<file path="src/rtl/motor_pwm_ctrl_pkg.sv">
// Shared definitions for the motor PWM sequencing controller.
//   state_t    : controller state, encoded IDLE=0, RUN=1, STOPPING=2, FAULT=3
//                (this encoding is visible on the state output).
//   MIN_PERIOD : smallest period a load may request; anything shorter is rejected.
package motor_pwm_ctrl_pkg;

  typedef enum logic [1:0] {
    ST_IDLE     = 2'd0,
    ST_RUN      = 2'd1,
    ST_STOPPING = 2'd2,
    ST_FAULT    = 2'd3
  } state_t;

  localparam int MIN_PERIOD = 2;

endpackage

</file>
<file path="src/rtl/motor_pwm_shadow_reg.sv">
// Pending/active configuration store for the three-phase PWM group.
// A load request is validated and clamped into the pending set. The pending
// set is copied into the active set when the controller signals a safe
// boundary, so downstream phases never observe a partially updated set.
//
// Ports:
//   clk, rst               clock, asynchronous active-high reset
//   load                   capture request for the req_* inputs
//   req_period             requested period; must be >= MIN_PERIOD
//   req_deadband           requested deadband, clamped to period/2
//   req_duty_a/b/c         requested duties, clamped to period
//   boundary               the controller allows pending -> active this cycle
//   period, deadband       active values
//   duty_a/b/c             active duties
//   pending                a captured set is waiting to be applied
//   load_ack               one-cycle pulse when a pending set became active
//   load_err               one-cycle pulse when a load was rejected
//   cfg_valid              at least one set has been applied since reset
module motor_pwm_shadow_reg
  import motor_pwm_ctrl_pkg::*;
#(
  parameter int SIZE = 16
) (
  input  logic            clk,
  input  logic            rst,
  input  logic            load,
  input  logic [SIZE-1:0] req_period,
  input  logic [SIZE-1:0] req_deadband,
  input  logic [SIZE-1:0] req_duty_a,
  input  logic [SIZE-1:0] req_duty_b,
  input  logic [SIZE-1:0] req_duty_c,
  input  logic            boundary,
  output logic [SIZE-1:0] period,
  output logic [SIZE-1:0] deadband,
  output logic [SIZE-1:0] duty_a,
  output logic [SIZE-1:0] duty_b,
  output logic [SIZE-1:0] duty_c,
  output logic            pending,
  output logic            load_ack,
  output logic            load_err,
  output logic            cfg_valid
);

  logic [SIZE-1:0] pend_period;
  logic [SIZE-1:0] pend_deadband;
  logic [SIZE-1:0] pend_duty_a;
  logic [SIZE-1:0] pend_duty_b;
  logic [SIZE-1:0] pend_duty_c;

  logic load_ok;
  logic apply;

  function automatic logic [SIZE-1:0] clamp(input logic [SIZE-1:0] value,
                                            input logic [SIZE-1:0] limit);
    return (value > limit) ? limit : value;
  endfunction

  assign load_ok = load && (req_period >= SIZE'(MIN_PERIOD));
  assign apply   = boundary && pending;

  // NOTE: registered state uses non-blocking assignments so every register in
  // this block samples the pre-edge values, independent of statement order.
  always_ff @(posedge clk or posedge rst) begin
    if (rst) begin
      pend_period   <= '0;
      pend_deadband <= '0;
      pend_duty_a   <= '0;
      pend_duty_b   <= '0;
      pend_duty_c   <= '0;
      period        <= '0;
      deadband      <= '0;
      duty_a        <= '0;
      duty_b        <= '0;
      duty_c        <= '0;
      pending       <= 1'b0;
      load_ack      <= 1'b0;
      load_err      <= 1'b0;
      cfg_valid     <= 1'b0;
    end else begin
      load_ack <= apply;
      load_err <= load && !load_ok;

      if (apply) begin
        period    <= pend_period;
        deadband  <= pend_deadband;
        duty_a    <= pend_duty_a;
        duty_b    <= pend_duty_b;
        duty_c    <= pend_duty_c;
        cfg_valid <= 1'b1;
      end

      // A load arriving together with an apply refills pending with the new
      // set; the old pending set is the one that moves to active.
      if (load_ok) begin
        pend_period   <= req_period;
        pend_deadband <= clamp(req_deadband, req_period >> 1);
        pend_duty_a   <= clamp(req_duty_a, req_period);
        pend_duty_b   <= clamp(req_duty_b, req_period);
        pend_duty_c   <= clamp(req_duty_c, req_period);
        pending       <= 1'b1;
      end else if (apply) begin
        pending <= 1'b0;
      end
    end
  end

endmodule

</file>
<file path="src/rtl/motor_pwm_ctrl.sv">
// Sequencing and configuration controller for three motor PWM phases sharing
// one timebase. Owns the shared up-counter, the common enable and the
// IDLE/RUN/STOPPING/FAULT state machine; configuration storage lives in
// motor_pwm_shadow_reg.
//
// Ports:
//   clk, rst               clock, asynchronous active-high reset
//   start                  request RUN from IDLE (needs a valid configuration)
//   stop                   request a graceful stop at the end of the period
//   fault                  external fault level; forces FAULT
//   fault_clr              leave FAULT once fault is low
//   load                   capture req_* into the pending configuration
//   req_period, req_deadband, req_duty_a/b/c   requested configuration
//   counter                shared timebase, 0..period-1 while running
//   enable                 phases enabled (RUN or STOPPING)
//   period, deadband, duty_a/b/c   active configuration
//   pending, load_ack, load_err    configuration status
//   sync                   one-cycle pulse with counter==0 in RUN
//   state                  IDLE=0, RUN=1, STOPPING=2, FAULT=3
module motor_pwm_ctrl
  import motor_pwm_ctrl_pkg::*;
#(
  parameter int SIZE = 16
) (
  input  logic            clk,
  input  logic            rst,
  input  logic            start,
  input  logic            stop,
  input  logic            fault,
  input  logic            fault_clr,
  input  logic            load,
  input  logic [SIZE-1:0] req_period,
  input  logic [SIZE-1:0] req_deadband,
  input  logic [SIZE-1:0] req_duty_a,
  input  logic [SIZE-1:0] req_duty_b,
  input  logic [SIZE-1:0] req_duty_c,
  output logic [SIZE-1:0] counter,
  output logic            enable,
  output logic [SIZE-1:0] period,
  output logic [SIZE-1:0] deadband,
  output logic [SIZE-1:0] duty_a,
  output logic [SIZE-1:0] duty_b,
  output logic [SIZE-1:0] duty_c,
  output logic            pending,
  output logic            load_ack,
  output logic            load_err,
  output logic            sync,
  output logic [1:0]      state
);

  state_t st;
  logic   cfg_valid;
  logic   running;
  logic   wrap;
  logic   boundary;

  assign running = (st == ST_RUN) || (st == ST_STOPPING);
  // Only meaningful while running; the active period is then at least 2.
  assign wrap    = (counter == period - SIZE'(1));

  // Stopped states take a new configuration immediately. A running timebase
  // only takes it at the wrap, and a fault at the wrap defers it to FAULT.
  assign boundary = (st == ST_IDLE) || (st == ST_FAULT) ||
                    (running && wrap && !fault);

  assign state = st;

  motor_pwm_shadow_reg #(
    .SIZE(SIZE)
  ) u_shadow (
    .clk          (clk),
    .rst          (rst),
    .load         (load),
    .req_period   (req_period),
    .req_deadband (req_deadband),
    .req_duty_a   (req_duty_a),
    .req_duty_b   (req_duty_b),
    .req_duty_c   (req_duty_c),
    .boundary     (boundary),
    .period       (period),
    .deadband     (deadband),
    .duty_a       (duty_a),
    .duty_b       (duty_b),
    .duty_c       (duty_c),
    .pending      (pending),
    .load_ack     (load_ack),
    .load_err     (load_err),
    .cfg_valid    (cfg_valid)
  );

  always_ff @(posedge clk or posedge rst) begin
    if (rst) begin
      st      <= ST_IDLE;
      counter <= '0;
      enable  <= 1'b0;
      sync    <= 1'b0;
    end else begin
      sync <= 1'b0;
      if (fault) begin
        // Fault overrides every other request made in the same cycle.
        st      <= ST_FAULT;
        counter <= '0;
        enable  <= 1'b0;
      end else begin
        unique case (st)
          ST_IDLE: begin
            counter <= '0;
            if (start && cfg_valid) begin
              st     <= ST_RUN;
              enable <= 1'b1;
              sync   <= 1'b1;
            end
          end
          ST_RUN: begin
            enable  <= 1'b1;
            counter <= wrap ? '0 : counter + SIZE'(1);
            sync    <= wrap && !stop;
            if (stop) st <= ST_STOPPING;
          end
          ST_STOPPING: begin
            if (wrap) begin
              st      <= ST_IDLE;
              counter <= '0;
              enable  <= 1'b0;
            end else begin
              counter <= counter + SIZE'(1);
            end
          end
          ST_FAULT: begin
            counter <= '0;
            enable  <= 1'b0;
            if (fault_clr) st <= ST_IDLE;
          end
          default: begin
            st      <= ST_IDLE;
            counter <= '0;
            enable  <= 1'b0;
          end
        endcase
      end
    end
  end

endmodule
</file>
<file path="config.mk">
export PLATFORM = sky130hd
export DESIGN_NAME = motor_pwm_ctrl
export DESIGN_NICKNAME = d
export VERILOG_FILES = /design/src/rtl/motor_pwm_ctrl_pkg.sv /design/src/rtl/motor_pwm_shadow_reg.sv /design/src/rtl/motor_pwm_ctrl.sv
export SDC_FILE = /design/constraint.sdc
export NUM_CORES = 1
export LEC_CHECK = 0
export CORE_ASPECT_RATIO = 1.5
export CORE_UTILIZATION = 45
export CTS_CLUSTER_DIAMETER = 50
export DETAILED_ROUTE_END_ITERATION = 8
export PLACE_DENSITY = 0.76
export SKIP_CTS_REPAIR_TIMING = 1
export SYNTH_ARGS = -nofsm -noshare
export SYNTH_HDL_FRONTEND = slang
export SYNTH_SLANG_ARGS = --single-unit
export TNS_END_PERCENT = 50
</file>
<file path="constraint.sdc">
create_clock -name clk -period 6.5 [get_ports clk]
set_clock_uncertainty 0.15 [all_clocks]
set_input_delay 1.625 -clock clk [delete_from_list [all_inputs] [get_ports clk]]
set_output_delay 1.625 -clock clk [all_outputs]
set_load 0.01 [all_outputs]
</file>
==> After elaboration in Yosys (flattened, before gate mapping) <==
Index checks and enable logic that the tools add are counted.
{ "totals": {"register_bits": 184, "elab_cells": 74} }
{ "classes": {"n_reduce_logical": 19, "n_addsub": 2, "order_cmp": 5, "n_eq_ne": 8, "muxes": 22} }
{ "op_table": {"columns": ["operator", "count"], "rows": [
  ["2-to-1 mux 16 bit", 6],
  ["> comparator 16 bit", 3],
  ["one-hot mux 16 bit (2 select lines)", 1],
  ["adder 16 x 1 -> 16 bit (second input constant)", 1],
  ["== test 16 bit", 1],
  ["greater-or-equal comparator 16 x 2 -> 1 bit (second input constant)", 1],
  ["> comparator 16 x 15 -> 1 bit", 1],
  ["subtractor 16 x 1 -> 16 bit (second input constant)", 1],
  ["2-to-1 mux 2 bit", 5],
  ["inequality test 3 bit (second input constant)", 3],
  ["one-hot mux 2 bit (4 select lines)", 1],
  ["logical AND 1 bit", 7],
  ["2-to-1 mux 1 bit", 7],
  ["== test 2 bit (second input constant)", 2],
  ["one-hot mux 1 bit (4 select lines)", 1],
  ["AND reduction 4 bit", 1],
  ["OR reduction 2 bit", 2],
  ["logical NOT 1 bit", 3],
  ["logical OR 1 bit", 3],
  ["inequality test 3 x 2 -> 1 bit (second input constant)", 1],
  ["== test 2 x 1 -> 1 bit (second input constant)", 1],
  ["logical NOT 2 bit", 1],
  ["one-hot mux 1 bit (2 select lines)", 1],
  ["AND reduction 2 bit", 1],
  ["nonzero test 2 bit", 1]
]} }

==> Longest topological paths before layout <==
Gate-level depths: netlist of run 1.
{ "depth": {"word_depth": 8, "depth_mapped": 13, "ltp_nobuf": 10} }

==> Cells and area by module <==
From an unflattened synthesis of run 1, not the netlist that was laid out.
{ "hier_totals": {"hier_cells": 1035, "hier_area_um2": 10660.2} }
{ "by_module_without_submodules": {"columns": ["mod", "n_inst", "seq_area_each_um2", "area_each_um2", "cells_each"], "rows": [
  ["motor_pwm_shadow_reg", 1, 4103.9, 9122.5, 858],
  ["motor_pwm_ctrl", 1, 500.5, 1537.7, 177]
]} }

==> Worst setup path before layout of run 1 <==
No wires, ideal clock.
{ "synth_timing": {"kind": "input -> register", "from": "input port req_period[1]", "to": "register u_shadow.pend_duty_b[7]", "path_stages": 11, "setup_time_ns": 0.137, "t_required_ns": 6.213, "t_arrival_ns": 4.250, "setup_slack_ns": 1.963, "path_buffers": 1, "cell_sequence": "inv_1 -> ha_1 -> nor2b_1 -> o21a_1 -> o21a_1 -> o21ai_0 -> a211oi_1 -> o31ai_1 -> clkbuf_1 -> mux2i_1 -> a21oi_1"} }
{ "synth_via": {"elab_chain_len": 2, "elab_cells_between_ends": 4, "cone_classes": "order compare (2); mux (1); reduce/logical (1)"} }
{ "synth_lines": {"columns": ["element", "line_no", "text"], "rows": [
  ["start, declared", "motor_pwm_ctrl.sv:32", "input logic [SIZE-1:0] req_period,"],
  ["> comparator 16 bit or greater-or-equal comparator 16 x 2 -> 1 bit (tied branches)", "motor_pwm_shadow_reg.sv:55, motor_pwm_shadow_reg.sv:58", null],
  ["2-to-1 mux 16 bit or logical AND 1 bit (tied branches)", "motor_pwm_shadow_reg.sv:55, motor_pwm_shadow_reg.sv:58", null],
  ["end signal, assigned", "motor_pwm_shadow_reg.sv:98", "pend_duty_b <= clamp(req_duty_b, req_period);"],
  ["end, declared", "motor_pwm_shadow_reg.sv:47", "logic [SIZE-1:0] pend_duty_b;"]
]} }
Parallel ways exist; a longest one is shown, timed or not.
A chain may end at the register's enable or synchronous reset.

==> Worst setup path after layout of run 1 <==
{ "layout_timing": {"from": "input port req_period[2]", "to": "register u_shadow.pend_duty_c[14]"} }
{ "layout_via": {"elab_chain_len": 2, "elab_cells_between_ends": 4, "cone_classes": "order compare (2); mux (1); reduce/logical (1)"} }
{ "layout_lines": {"columns": ["element", "line_no", "text"], "rows": [
  ["> comparator 16 bit or greater-or-equal comparator 16 x 2 -> 1 bit (tied branches)", "motor_pwm_shadow_reg.sv:55, motor_pwm_shadow_reg.sv:58", null],
  ["2-to-1 mux 16 bit or logical AND 1 bit (tied branches)", "motor_pwm_shadow_reg.sv:55, motor_pwm_shadow_reg.sv:58", null],
  ["end signal, assigned", "motor_pwm_shadow_reg.sv:99", "pend_duty_c <= clamp(req_duty_c, req_period);"],
  ["end, declared", "motor_pwm_shadow_reg.sv:48", "logic [SIZE-1:0] pend_duty_c;"]
]} }
Parallel ways exist; a longest one is shown, timed or not.

==> results of run 1 <==
==> final timing paths <==
path | startpoint | slack (ns) | end
max in group asynchronous | rst | 3.70 | u_shadow.deadband[3]
min | u_shadow.pend_duty_b[0] | 0.36 | u_shadow.duty_b[0]
min in group asynchronous | rst | 1.57 | state[0]
min reg2reg | u_shadow.pend_duty_b[0] | 0.36 | u_shadow.duty_b[0]
max reg2reg | u_shadow.period[0] | 2.01 | u_shadow.duty_c[15]
max | req_period[2] | 1.73 | u_shadow.pend_duty_c[14]
==> layout make-up <==
cell class                      count  area share (%)
Clock buffer                       18            3.44
Clock inverter                     14            1.43
Inverter                           35            1.06
Multi-Input combinational cell    609            39.5
Sequential cell                   184            36.1
Tap cell                          272            2.67
Timing Repair Buffer              202            15.8
==> critical path, stage by stage <==
cell                              delay, ns
sky130_fd_sc_hd__clkdlybuf4s50_1       0.76
sky130_fd_sc_hd__inv_1                 0.25
sky130_fd_sc_hd__ha_1                  0.37
sky130_fd_sc_hd__o21a_1                0.13
sky130_fd_sc_hd__o21a_1                0.16
sky130_fd_sc_hd__o21ai_0               0.14
sky130_fd_sc_hd__a21oi_1               0.12
sky130_fd_sc_hd__o31ai_4               0.85
sky130_fd_sc_hd__mux2i_1               0.37
sky130_fd_sc_hd__a21oi_1               0.10
==> power breakdown <==
part / total (W) / switching, W / internal, W
sequential: 0.00178 / 0.000295 / 0.00148
combinational: 0.00225 / 0.000896 / 0.00135
clock: 0.00110 / 0.000478 / 0.000627
==> metrics by stage <==
stage / instance area [um2] / std cells / hold WS, ns / power (W)
3_5_place_dp: 12100 / 1302 / 0.341 / 0.00405
4_1_cts: 12700 / 1334 / 0.359 / 0.00518
2_1_floorplan: 10000 / 863 / 0.303 / 0.00328
6_report: 12700 / 1334 / 0.357 / 0.00513
5_1_grt: 12700 / 1334 / 0.376 / 0.00540
3_3_place_gp: 12100 / 1302 / 0.331 / 0.00401
==> cell usage in the layout (no fill, tap or decap), types with 5 or more instances in the layout <==
cell type	synthesis	layout
sky130_fd_sc_hd__xor2_1	15	15
sky130_fd_sc_hd__dfrtp_1	184	184
sky130_fd_sc_hd__nor2_1	104	104
sky130_fd_sc_hd__inv_1	35	34
sky130_fd_sc_hd__nor4_1	8	8
sky130_fd_sc_hd__inv_6	0	5
sky130_fd_sc_hd__mux2_2	18	18
sky130_fd_sc_hd__mux2_4	78	78
sky130_fd_sc_hd__nor3_1	9	9
sky130_fd_sc_hd__nand3_1	16	16
sky130_fd_sc_hd__xnor2_1	20	20
sky130_fd_sc_hd__buf_4	0	11
sky130_fd_sc_hd__a21oi_1	81	81
sky130_fd_sc_hd__o21ai_0	14	14
sky130_fd_sc_hd__nand4_1	15	15
sky130_fd_sc_hd__a21o_1	10	10
sky130_fd_sc_hd__ha_1	69	69
sky130_fd_sc_hd__clkdlybuf4s50_1	0	189
sky130_fd_sc_hd__and3_1	5	5
sky130_fd_sc_hd__clkbuf_16	0	17
sky130_fd_sc_hd__nor2b_1	7	7
sky130_fd_sc_hd__o21a_1	11	11
sky130_fd_sc_hd__nand2_1	16	16
sky130_fd_sc_hd__mux2i_1	65	65
sky130_fd_sc_hd__o211ai_1	5	5
==> cell families after synthesis <==
group | count (synthesis) | share of synthesized area [%]
AND/OR/NAND/NOR | 200 | 9.39
AO/OA/AOI/OAI | 144 | 8.62
XOR/XNOR | 35 | 3.06
multiplexers | 161 | 20.2
adder cells (fa/ha/maj) | 69 | 8.63
buffers and inverters | 70 | 4.02
flip-flops | 184 | 46.0
==> state kept, by name (all words and copies together) (netlist names) <==
register,count
counter,16
u_shadow.deadband,16
u_shadow.duty_a,16
u_shadow.duty_b,16
u_shadow.duty_c,16
u_shadow.pend_deadband,16
u_shadow.pend_duty_a,16
u_shadow.pend_duty_b,16
u_shadow.pend_duty_c,16
u_shadow.pend_period,16
u_shadow.period,16
state,2
enable,1
sync,1
u_shadow.cfg_valid,1
u_shadow.load_ack,1
u_shadow.load_err,1
u_shadow.pending,1
==> layer usage <==
layer | vias up | track usage (%) | part of all wire, %
met5 | - | 0 | 0
met4 | 0 | 12.9 | 4.3
met3 | 71 | 4.33 | 4.9
met2 | 270 | 42.2 | 50
met1 | 3617 | 30.5 | 41
li1 | 3441 | - | -
==> reports/summary.md, run 1 <==
Max-cap violations in this run came to 0. The run gives 0 as the number of nets with antenna violations after routing. STA puts the critical path data required time at 6.61 ns. The critical path is of the input port to flip-flop type. Most used standard cell by instance count after synthesis: sky130_fd_sc_hd__dfrtp_1. TritonCTS built the clock tree. The data arrival at the endpoint of the critical path is 4.88 ns, and the share of post-route cells with drive strength above 1 is 14.4%. The die is 124 um wide. The path class of the tightest hold or removal check is flip-flop to flip-flop. For the fmax, the log shows 210 MHz. The starting utilization of the core area was 46.1%. For this design the ratio of total power to cell area is 403 nW/um2.

The netlist area before placement is 10000 um2, and the ratio of routed vias to standard cells is 5.55. The time the final worst path needs with I/O delays and setup was 4.77 ns; the area share of the largest cell type after synthesis was 46.0%. sky130_fd_sc_hd__dfrtp_1 takes more of the synthesized area than any other cell.

After detailed routing, the average wire length per cell comes to 20.3 um. After synthesis, the cell types taking the most area are sky130_fd_sc_hd__dfrtp_1, sky130_fd_sc_hd__mux2_4, sky130_fd_sc_hd__ha_1. Headroom to the max-slew limit came out at 22.6%. Counting the buffers created by CTS gives 17. Summed over all layers, the global routing overflow is 0. The floorplan step defined a die boundary enclosing 22800 um2.

Row count: 66. Sequential elements use 46.0% of the synthesized area. The initial antenna violation count was 0; the growth of design area from synthesis to finish was 27.5%. In this run the deepest clock path goes through 2 buffers.

In this run, distinct cell masters in the synthesized netlist total 50. The transition time at the pin with the least slew margin is 1.16 ns, and the routed wire length is 27100 um. The logs give 4 for the number of detailed-routing iterations run before antenna repair and 1019 for the total nets after synthesis. The hold-critical path depth was 1; the number of design rule violations left after detail routing was 0. The run gives 4600 um2 as the sequential cell area. Across every metal layer, demand over resource in global routing totals 25.1%. The top flip-flop cell by instance count after synthesis is sky130_fd_sc_hd__dfrtp_1.

The Yosys step of the flow raised 0 warnings. For the count of fill cells added during filler insertion, the log shows 1793. Prior to clock tree synthesis, the placed netlist has a worst setup slack of 1.28 ns.

Total core area: 21700 um2. The number of global-route vias before repair is 7653, and the number of port buffers is 189. After clock tree synthesis, the clock-pin slew on the worst setup and hold paths is 0.07 ns. Synthesis produced a netlist whose cell count is 863. The count of flip-flops with a built-in enable after synthesis was 0. The flow ran to the end, and the final reports show no timing, DRC or antenna violations. The multi-input combinational cells in the finished layout cover a total of 5030 um2. The logs give 0 for the number of pins exceeding their max-slew limit in the final report and 0 for the setup violation total in the final timing report. The fraction of registers with async set or reset after synthesis was 100%; the worst supply voltage drop on vdd was 202 uV. Clock tree synthesis selected as its root buffer the cell sky130_fd_sc_hd__clkbuf_16. The clock net in this run drives a total of 184 sinks. For the clock latency on the worst-skew pair, the log shows 0.43 ns.

The repair_antennas step left the layout with diodes totalling 0. The vertical die dimension came out at 185 um. The first global-routing pass estimated 42200 um of wire.

The average instance in the mapped netlist occupies 11.6 um2. After synthesis, the most frequently instantiated cells are sky130_fd_sc_hd__dfrtp_1, sky130_fd_sc_hd__nor2_1, sky130_fd_sc_hd__a21oi_1. The count of cells along the worst register-to-register path was 11; the flip-flop and latch count after synthesis was 184.

Adding up every negative setup slack in the final design gives 0 ns. STA classifies the critical path endpoint as a flip-flop. Setup repair after global routing left no endpoint under its margin. Entering global routing, the biggest net connects 185 pins. For the final-report hold violation count, the log shows 0. The clock tree synthesis step divided the H-tree into 4 levels.

Routability-driven placement finished with a final weighted congestion of 0.914. The worst setup path is launched from an input port. The logs give 1.73 ns for the setup slack of the critical path after layout and 20000 um for the detailed-placement wirelength estimate.

In this run the count of I/O pins placed on the die edge is 190. The largest fanout of any net on the critical path works out to 16. At the end of the flow, the number of nets in the layout was 1205. In the finished design, the share of the clock period the worst path needs comes to 73.4%. For this block, the via count after detailed routing is 7399. Number of DRC markers in iteration 0: 442. The final core utilization is 58.7%, and the leakage power total is 5.75 nW.
Note: power is estimated with default switching activity, not from simulation.
==> inputs of run 2 (changes only) <==
PLACE_DENSITY = 0.74   (was 0.76)
clock period = 4.6 ns   (was 6.5 ns; I/O delays follow)
==> run 2 against run 1 <==
Routed wire length fell by 0.87%. Register-to-register slack worse by 1.4 ns. Clock power increased by 44%. Total power increased by 42%. Clock-buffer cell count down 1. Sequential power is 41% higher. Combinational power is 43% higher. Die area unchanged. First-iteration DRC count is 20% lower. Flip-flop and latch count unchanged.
==> reports/summary.md, run 2 (synthesis results as in run 1) <==
The run finished with clean final reports. The routed length per instance works out to 19.9 um. The kind of critical path was flip-flop to flip-flop.

Data on the critical path is required at its endpoint by 4.76 ns. The type of the most critical hold path was flip-flop to flip-flop. Of the total power, combinational logic draws 44.0%. The number of antenna repair diodes is 0. TritonCTS built the clock tree. Across the whole layout, storage elements account for 4600 um2.

The floorplan step set the die width to 124 um. The most common cell after layout, fill and taps aside was sky130_fd_sc_hd__clkdlybuf4s50_1. The worst min-delay path startpoint is u_shadow.pend_period[13]. The cell sitting at the root of the clock tree is a sky130_fd_sc_hd__clkbuf_16.

The capture point of the worst reg-to-reg path was u_shadow.period[3]. The number of pins exceeding their max-slew limit in the final report is 0. The placer congestion estimate was 0.956. Compared with the post-synthesis result, the final layout area differs by 29.0%. The number of nets with antenna violations after routing is 0.

The count of max-cap constraint violations is 0, and the pin count of the biggest net entering global routing is 76. The initial antenna violation count is 0. Sequential cells account for 34.4% of the total power. The transition time at the pin with the least slew margin is 1.13 ns. The startpoint of the lowest-slack register-to-register path was u_shadow.period[0]. Buffers placed on the I/O ports in this run total 189.

Headroom to the max-slew limit came out at 24.9%. After detailed routing, the number of vias per cell comes to 5.54. The end point of the most critical hold path was u_shadow.period[13].

The first TritonRoute pass finished after 4 iterations. For the maximum level of the CTS H-tree, the log shows 4. The combined global-route utilization of all metal layers was 24.5%. Share of post-route cells with drive strength above 1: 15.7%. For the setup violation total in the final timing report, the log shows 0. The number of buffers on the longest clock path was 2; the clock sink total was 184. For the total core area, the log shows 21700 um2.

The logs give 7519 for the number of global-route vias before repair and 0 for the leftover overflow at the end of global routing. The power density relative to cell area came out at 566 nW/um2. For this design the static power due to leakage is 5.83 nW.

The fmax is 248 MHz. STA puts the critical path data arrival time at 4.20 ns. The vertical die dimension works out to 185 um. Setup slack on the worst reg-to-reg path comes out at 0.57 ns.

Dividing the final minimum period by the clock period gives 87.7%. For the total CTS buffers, the log shows 17. In the routed design, unresolved DRC markers number 0. The die covers 22800 um2. The tools report the worst supply voltage drop on vdd as 324 uV. For the final-report hold violation count, the log shows 0. The worst setup path is captured at a flip-flop. The first global-routing pass estimated 41300 um of wire.

Setup repair after global routing left no endpoint under its margin. Of all nets on the critical path, the largest fanout is 35. The area occupied by multi-input gates was 5030 um2. The time the final worst path needs with I/O delays and setup is 4.03 ns. STA classifies the critical path startpoint as a flip-flop. Row count: 66. In the layout the commonest cells are sky130_fd_sc_hd__clkdlybuf4s50_1, sky130_fd_sc_hd__dfrtp_1, sky130_fd_sc_hd__nor2_1. Summed over all nets, the half-perimeter wirelength after detailed placement is 20400 um. The I/O pin count was 190.

The fraction of power spent switching nets is 32.6%, and the internal power is 0.00492 W. Setup total negative slack on the finished layout was measured at 0 ns. Number of DRC markers in iteration 0: 355. For this configuration, the core starts out at a cell density of 46.1%. The analysis attributes to net switching a power of 0.00238 W. After detailed routing, the total wire length is 26900 um. For this run, the share of the core covered by cells in the final layout is 59.4%. The count of cells along the worst register-to-register path is 11, and the clock input transition at the sequential cells of the worst setup and hold paths is 0.07 ns. The final layout net count was 1221; the hold-critical path depth was 1. The count of fill cells added during filler insertion is 1756, and the clock latency on the worst-skew pair is 0.44 ns. For the portion of total power attributed to the clock network, the log shows 21.6%. For this block, the via count after detailed routing is 7485.
[run 2: cell count changes in the layout (fill, tap and decap cells not counted), sizes merged]
cell / change
buf: +16
clkbuf: -1
clkinv: -1
clkinvlp: +1
inv: +1
[run 2: worst max-delay path, cell delays in order (launching register included)]
cell,delay (ns)
sky130_fd_sc_hd__dfrtp_1,0.46
sky130_fd_sc_hd__inv_1,0.09
sky130_fd_sc_hd__ha_1,0.35
sky130_fd_sc_hd__or4b_2,0.71
sky130_fd_sc_hd__nor4_1,0.37
sky130_fd_sc_hd__mux2i_1,0.12
sky130_fd_sc_hd__a221oi_1,0.50
sky130_fd_sc_hd__a211oi_2,0.11
sky130_fd_sc_hd__nand3_1,0.15
sky130_fd_sc_hd__a21bo_4,0.24
sky130_fd_sc_hd__buf_12,0.28
sky130_fd_sc_hd__mux2_2,0.37
[run 2: final cells by class]
class	count	share of cell area (%)
multi-input combinational	609	39.0
clock inverter	15	1.57
clock buffer	17	3.30
inverter	35	1.05
sequential	184	35.7
timing repair buffer	218	16.7
tap	272	2.64
[run 2: power groups by stage]
stage	Combinational [W]	Clock, W	Sequential (W)
floorplan	0.00203	0	0.00260
global placement	0.00318	0	0.00252
detailed placement	0.00323	0	0.00253
CTS	0.00324	0.00160	0.00251
global route	0.00343	0.00166	0.00256
finish	0.00321	0.00158	0.00251
[run 2: how the worst max path moves through the flow]
stage                                   from                        to  slack [ns]  cells past startpoint
after floorplan                req_period[1]   u_shadow.pend_duty_b[7]        0.54                     11
after global placement         req_period[1]  u_shadow.pend_duty_b[12]        0.25                     11
after detailed placement       req_period[1]  u_shadow.pend_duty_b[14]        0.15                     11
after CTS                 u_shadow.period[0]        u_shadow.period[3]        0.57                     11
after global routing           req_period[9]   u_shadow.pend_duty_b[2]        0.40                     11
final                     u_shadow.period[0]        u_shadow.period[3]        0.57                     11
[run 2: through the flow]
| step | power (W) | cells | hold slack [ns] | setup WS, ns | cell area, um2 |
|---|---|---|---|---|---|
| 2_1_floorplan | 0.00463 | 863 | 0.303 | 0.538 | 10000 |
| 3_3_place_gp | 0.00570 | 1318 | 0.335 | 0.250 | 12300 |
| 3_5_place_dp | 0.00576 | 1318 | 0.340 | 0.151 | 12300 |
| 4_1_cts | 0.00735 | 1350 | 0.352 | 0.571 | 12900 |
| 5_1_grt | 0.00766 | 1350 | 0.373 | 0.399 | 12900 |
| 6_report | 0.00730 | 1350 | 0.352 | 0.566 | 12900 |
[run 2: metal layers]
metal / wire length [um] / up-vias / GRT usage, %
met5: 0 / - / 0
met4: 814 / 0 / 9.78
met3: 1640 / 44 / 5.04
met2: 14000 / 263 / 43.4
met1: 10400 / 3699 / 28.4
li1: - / 3479 / -
==> inputs of run 3 (changes only) <==
CAP_MARGIN = 10   (was not set)
PLACE_DENSITY = 0.76   (was 0.74)
SKIP_LAST_GASP = 1   (was not set)
clock period = 3.45 ns   (was 4.6 ns; I/O delays follow)
==> run 3 against run 2 <==
Sequential power up 29%. Design area up 4.2%. Setup slack worse by 0.51 ns. First-iteration DRC count increased by 10%. Flip-flop and latch count unchanged. Register-to-register slack worse by 0.51 ns. Routed wire length rose by 6.7%. Largest cell class unchanged.
==> reports/summary.md, run 3 (synthesis results as in run 1) <==
The run gives 5 as the number of detailed-routing iterations run before antenna repair. The number of DRC markers in iteration 0 was 391; the largest fanout of any net on the critical path was 10. The final critical-path share of the clock period came out at 98.4%. The worst min-delay path startpoint was u_shadow.cfg_valid. After detailed routing, the total wire length is 28700 um. The number of buffers on the longest clock path came out at 2. For this design the ratio of total power to cell area is 755 nW/um2. The logs give 0 for the number of design rule violations left after detail routing and 21300 um for the detailed-placement wirelength estimate. For the pin with the worst max-slew slack, the measured transition is 0.737 ns.

The worst hold path belongs to the class flip-flop to flip-flop. The routed length per instance is 20.3 um. Setup violations remaining at the end of the flow were counted as 0.

The worst path needs 3.39 ns of the cycle, external delays included. TritonCTS built the clock tree. Leaving out fill and tap cells, the most frequent cell in the layout is sky130_fd_sc_hd__clkdlybuf4s50_1. The H-tree was split into 4 levels. For the number of pins exceeding their max-slew limit in the final report, the log shows 0.

The die is 185 um tall. Die footprint: 22800 um2. The library cells used most frequently in the layout, excluding fill and tap cells, are sky130_fd_sc_hd__clkdlybuf4s50_1, sky130_fd_sc_hd__dfrtp_1, sky130_fd_sc_hd__nor2_1.

The worst setup path is captured at a flip-flop. The initial antenna violation count was 3. Data arrives at the worst endpoint at 3.55 ns.

The tree is rooted in a sky130_fd_sc_hd__clkbuf_16. Global routing used 25.4% of the available tracks across all layers. Clock latency on the worst-skew pair, taken at its later pin, is 0.43 ns.

The run gives -0.327 ns as the post-placement worst setup slack. The smallest hold slack is 0.354 ns. The congestion estimate from routability-driven global placement came to 0.919. For the final layout net count, the log shows 1280.

Derived from the worst setup path, the maximum achievable clock frequency is 295 MHz. Across all setup checks in the final design, the least slack found is 0.0565 ns. Entering global routing, the biggest net connects 87 pins.

Summed over all cells, the static leakage comes to 6.13 nW. With fillers left out, the area of the finished cells amounts to 13400 um2. The startpoint of the worst setup timing path was req_period[1]. The number of port buffers was 189; the number of global-route vias before repair was 7984. Counting cells, the worst reg-to-reg path comes to 9. The floorplan has 66 rows.

Measured along the x axis, the die boundary spans 124 um. Setup repair after global routing could not meet its margin everywhere. CTS saw 184 sinks. The hold-critical path depth is 1. For this run the aggregate overflow at the end of global routing stands at 0.

The logs give 0 for the count of max-cap constraint violations and 0 for the number of nets with antenna violations after routing. The worst register-to-register path begins at u_shadow.period[5]. The growth of design area from synthesis to finish was 34.4%; the final core utilization was 61.9%.

The placed standard-cell area was 12700 um2. The tools report the total CTS buffers as 17. The worst setup path is launched from an input port.

In this run the tightest slew margin relative to its limit is 50.9%. The logs give 0 for the final-report hold violation count and 7857 for the via count. The flow ran to the end, and the final reports show no timing, DRC or antenna violations. The core region is 21700 um2.

Cells with a size suffix above 1 make up 20.5% of the layout. The starting utilization of the core area was 46.1%; the global-route wire length before repair was 42600 um. In the routed layout, each cell is associated on average with a via count of 5.57.

The clock input transition at the sequential cells of the worst setup and hold paths was 0.07 ns. Across the VDD grid, the largest voltage drop is 446 uV. Pin placement for this block handled 190 I/O pins.

The worst setup path is of the input port to flip-flop kind. For the required time of the worst setup path, the log shows 3.61 ns.
-- run 3: cell types whose count changed in the layout (fill, tap and decap cells not counted), moves of 2 or more --
cell,delta
sky130_fd_sc_hd__buf_12,+4
sky130_fd_sc_hd__inv_8,-4
sky130_fd_sc_hd__clkbuf_16,+2
sky130_fd_sc_hd__clkbuf_1,+3
sky130_fd_sc_hd__buf_4,+52
-- run 3: worst max-delay path, cell delays in order --
cell and delay [ns]:
sky130_fd_sc_hd__clkdlybuf4s50_1 0.50, sky130_fd_sc_hd__inv_1 0.12, sky130_fd_sc_hd__ha_1 0.33, sky130_fd_sc_hd__nor2b_1 0.13, sky130_fd_sc_hd__o21a_1 0.16, sky130_fd_sc_hd__o21a_1 0.16
sky130_fd_sc_hd__o21ai_0 0.21, sky130_fd_sc_hd__a211oi_1 0.15, sky130_fd_sc_hd__o31ai_4 0.32, sky130_fd_sc_hd__buf_12 0.19, sky130_fd_sc_hd__mux2i_1 0.30, sky130_fd_sc_hd__a21oi_1 0.12
-- run 3: final timing paths --
check	end	slack (ns)
hold reg to reg	u_shadow.cfg_valid	0.35
max in group asynchronous	u_shadow.pend_duty_c[15]	1.79
setup / recovery	u_shadow.pend_duty_b[12]	0.06
setup reg to reg	u_shadow.duty_b[4]	0.06
min in group asynchronous	u_shadow.period[10]	0.61
hold / removal	u_shadow.cfg_valid	0.35
-- run 3: layer usage --
| layer | global-route usage, % | vias up | share of wire [%] |
|---|---|---|---|
| li1 | - | 3598 | - |
| met1 | 29.4 | 3910 | 38 |
| met2 | 44.0 | 278 | 52 |
| met3 | 5.41 | 67 | 5.8 |
| met4 | 12.0 | 4 | 4.1 |
| met5 | 0 | - | 0.080 |
-- run 3: report_power, final --
part / total [W] / switching, W / internal, W / leakage (nW)
sequential: 0.00324 / 0.000442 / 0.00280 / 2.13
combinational: 0.00496 / 0.00201 / 0.00295 / 3.73
clock: 0.00195 / 0.000872 / 0.00108 / 0.272
total: 0.0102 / 0.00333 / 0.00682 / 6.13
-- run 3: layout make-up --
cell class / count / area, um2
tap: 272 / 340
inverter: 35 / 135
clock buffer: 20 / 437
sequential: 184 / 4600
timing repair buffer: 276 / 2680
multi-input combinational: 610 / 5100
antenna: 1 / 2.50
fill: 1756 / 8270
clock inverter: 12 / 140
-- run 3: per-stage QoR --
stage                     instances  setup TNS [ns]  power, W
after floorplan                 863           -7.37   0.00617
after global routing           1410           -2.63    0.0107
final                          1410               0    0.0102
after detailed placement       1372          -25.09   0.00800
after CTS                      1404          -17.19   0.00998
after global placement         1372          -15.00   0.00791
==> patch: new RTL, config.mk and constraints of run 2 <==
Put a register stage on the output `load_err`. The value now appears one clock later. The other outputs are not delayed to match. Comments in the files are not updated.
--- a/src/rtl/motor_pwm_ctrl.sv
+++ b/src/rtl/motor_pwm_ctrl.sv
@@ -48,6 +48,8 @@
   output logic [1:0]      state
 );
 
+  logic load_err_d;
+
   state_t st;
   logic   cfg_valid;
   logic   running;
@@ -84,7 +86,7 @@
     .duty_c       (duty_c),
     .pending      (pending),
     .load_ack     (load_ack),
-    .load_err     (load_err),
+    .load_err     (load_err_d),
     .cfg_valid    (cfg_valid)
   );
 
@@ -141,4 +143,8 @@
     end
   end
 
+  always_ff @(posedge clk) begin
+    load_err <= load_err_d;
+  end
+
 endmodule
Behaviour: not the same (a bounded check fails within 4 cycles, from zero or initial values and one cycle with rst high).
==> patch against run 2 <==
Area after synthesis rose by 0.20%. Final area fell by 0.11%. Maximum frequency rose by 0.22%. Non-clock buffer count rose by 3. Total power fell by 1.7%. Via count fell by 0.48%. Utilization fell by 0.29 points. Sequential cell count rose by 1. Critical path type unchanged. Routed wire length rose by 1.4%. First-iteration DRC count rose by 10%. Worst setup slack improved by 0.0088 ns.
==> patch: results (changes against run 2) <==
Outcome
  – Outcome: completed (unchanged)

Global routing
  – GRT overflow: 0 (unchanged)
  – Global-route usage over all layers: 0.249 (was 0.245)
  – Vias in the first global route: 7534 (was 7519)
  – Pin count of the biggest net entering global routing: 109 (was 76)
  – Initial antenna violation count: 0 (unchanged)
  – First-pass GRT wire length: 41.7 mm (was 41.3 mm)

Clocking
  – CTS max path bufs: 2 (unchanged)
  – Clock H-tree levels: 4 (unchanged)
  – CTS Buf Count: 17 (unchanged)
  – Clk slew on worst S/H paths: 0.07 ns (about the same)
  – Worst-Skew Late Latency: 0.43 ns

Timing
  – Rel. slew slack: 0.347 (was 0.249)
  – Highest clock rate: 248 MHz (about the same)

Yosys
  – Complex-gate fraction of the synthesized area: 0.0860 (was 0.0862)
  – Most frequent cells after synthesis: dfrtp_1 (184), nor2_1 (104), a21oi_1 (81) (unchanged)
  – Synth Area in XOR/XNOR: 0.0306 (about the same)
  – Post-synthesis mux area share: 0.202 (about the same)
  – Largest family of logic cells by synthesized area: multiplexers (unchanged)
  – Distinct cells, synth: 51 (was 50)
  – Synthesized instance count: 864 (was 863)
  – Register area share after synthesis: 0.461 (was 0.460)
  – Post-synth ARST share: 0.995 (was 1.00)
  – Synth Warn #: 0 (unchanged)
  – Largest cells by area after synthesis: dfrtp_1 (46%), mux2_4 (12%), ha_1 (8.6%) (unchanged)
  – Mapped Nets: 1020 (was 1019)
  – Post-synthesis adder-cell area fraction: 0.0861 (was 0.0863)

Layout
  – Nets: 1225 (was 1221)
  – Layout cells sized above 1: 0.156 (was 0.157)
  – Diode count: 0 (unchanged)

Place
  – Dpl cell area: 12300 um^2 (about the same)
  – Worst slack, placed: 0.234 ns (was 0.151 ns)
  – GPL Wtd Cong: 0.928 (was 0.956)
  – Placed cell count: 1322 (was 1318)
  – DP HPWL: 20.6 mm (was 20.4 mm)
  – Input/output buffers: 189 (unchanged)

Detailed routing
  – DRT Wirelength: 27.3 mm (was 26.9 mm)
  – Via density: 5.50 (was 5.54)
  – Drt initial violations: 391 (was 355)
  – Initial DRT Pass Iterations: 5 (was 4)
  – Routed len/inst: 20.1 um (was 19.9 um)

Worst setup path
  – Critical path's largest stage delay: 0.72 ns
  – Critical path type: reg2reg (unchanged)
  – R2R Setup Slk: 0.57 ns
  – Worst EP arrival: 4.19 ns (was 4.20 ns)

Pwr
  – Leak: 0.00582 uW (was 0.00583 uW)
  – Maximum vdd drop: 0.000357 V (was 0.000324 V)

Min path
  – Hold WC Path Type: reg2reg (unchanged)
-- patch: changes by cell type after synthesis, sizes merged --
| cell | change |
|---|---|
| dfxtp | +1 |
-- patch: per-stage QoR --
step                total power (uW)  hold WS (ns)
floorplan                       4640         0.174
global placement                5730         0.181
detailed placement              5790         0.180
CTS                             7230         0.196
global route                    7540         0.207
finish                          7170         0.196
-- patch: layer usage --
layer	track usage	routed length [um]
met5	0	0
met4	0.105	847
met3	0.0434	1320
met2	0.425	13900
met1	0.304	11200
-- patch: cells by family after synthesis --
group	after synthesis
AOI/OAI and AO/OA	144
DFF	185
buffers and inverters	70
muxes	161
xor gates and xnor gates	35
and+or+nand+nor	200
adders and majority gates	69
-- patch: power breakdown --
group	leakage (uW)	switching, uW	internal (uW)	total [uW]
registers	0.00214	409	2110	2510
clock network	0.000272	639	780	1420
logic	0.00342	1280	1950	3240
total	0.00582	2330	4840	7170
-- patch: worst paths after layout --
kind,start,cells past startpoint,to
hold / removal,u_shadow.load_err,0,load_err
setup reg to reg,u_shadow.period[1],11,u_shadow.duty_a[8]
hold reg to reg,u_shadow.load_err,0,load_err
max in group asynchronous,rst,3,u_shadow.duty_a[15]
setup / recovery,u_shadow.period[1],11,u_shadow.duty_a[8]
min in group asynchronous,rst,3,u_shadow.duty_c[9]
-- patch: final cells by class --
type	count	area, um^2
Clock inverter	10	95.1
Timing Repair Buffer	221	2190
Sequential cell	185	4620
Multi-Input combinational cell	609	5030
Fill cell	1845	8910
Tap cell	272	340
Clock buffer	22	464
Inverter	35	135
-- patch: worst max-delay path: cells and delay by family, from the launching register on --
family	cells	cell delay [ns]
buffers and inverters	2	0.38
adders and majority gates	1	0.35
and+or+nand+nor	3	1.22
muxes	2	0.45
DFF	1	0.44
AOI/OAI and AO/OA	3	0.87
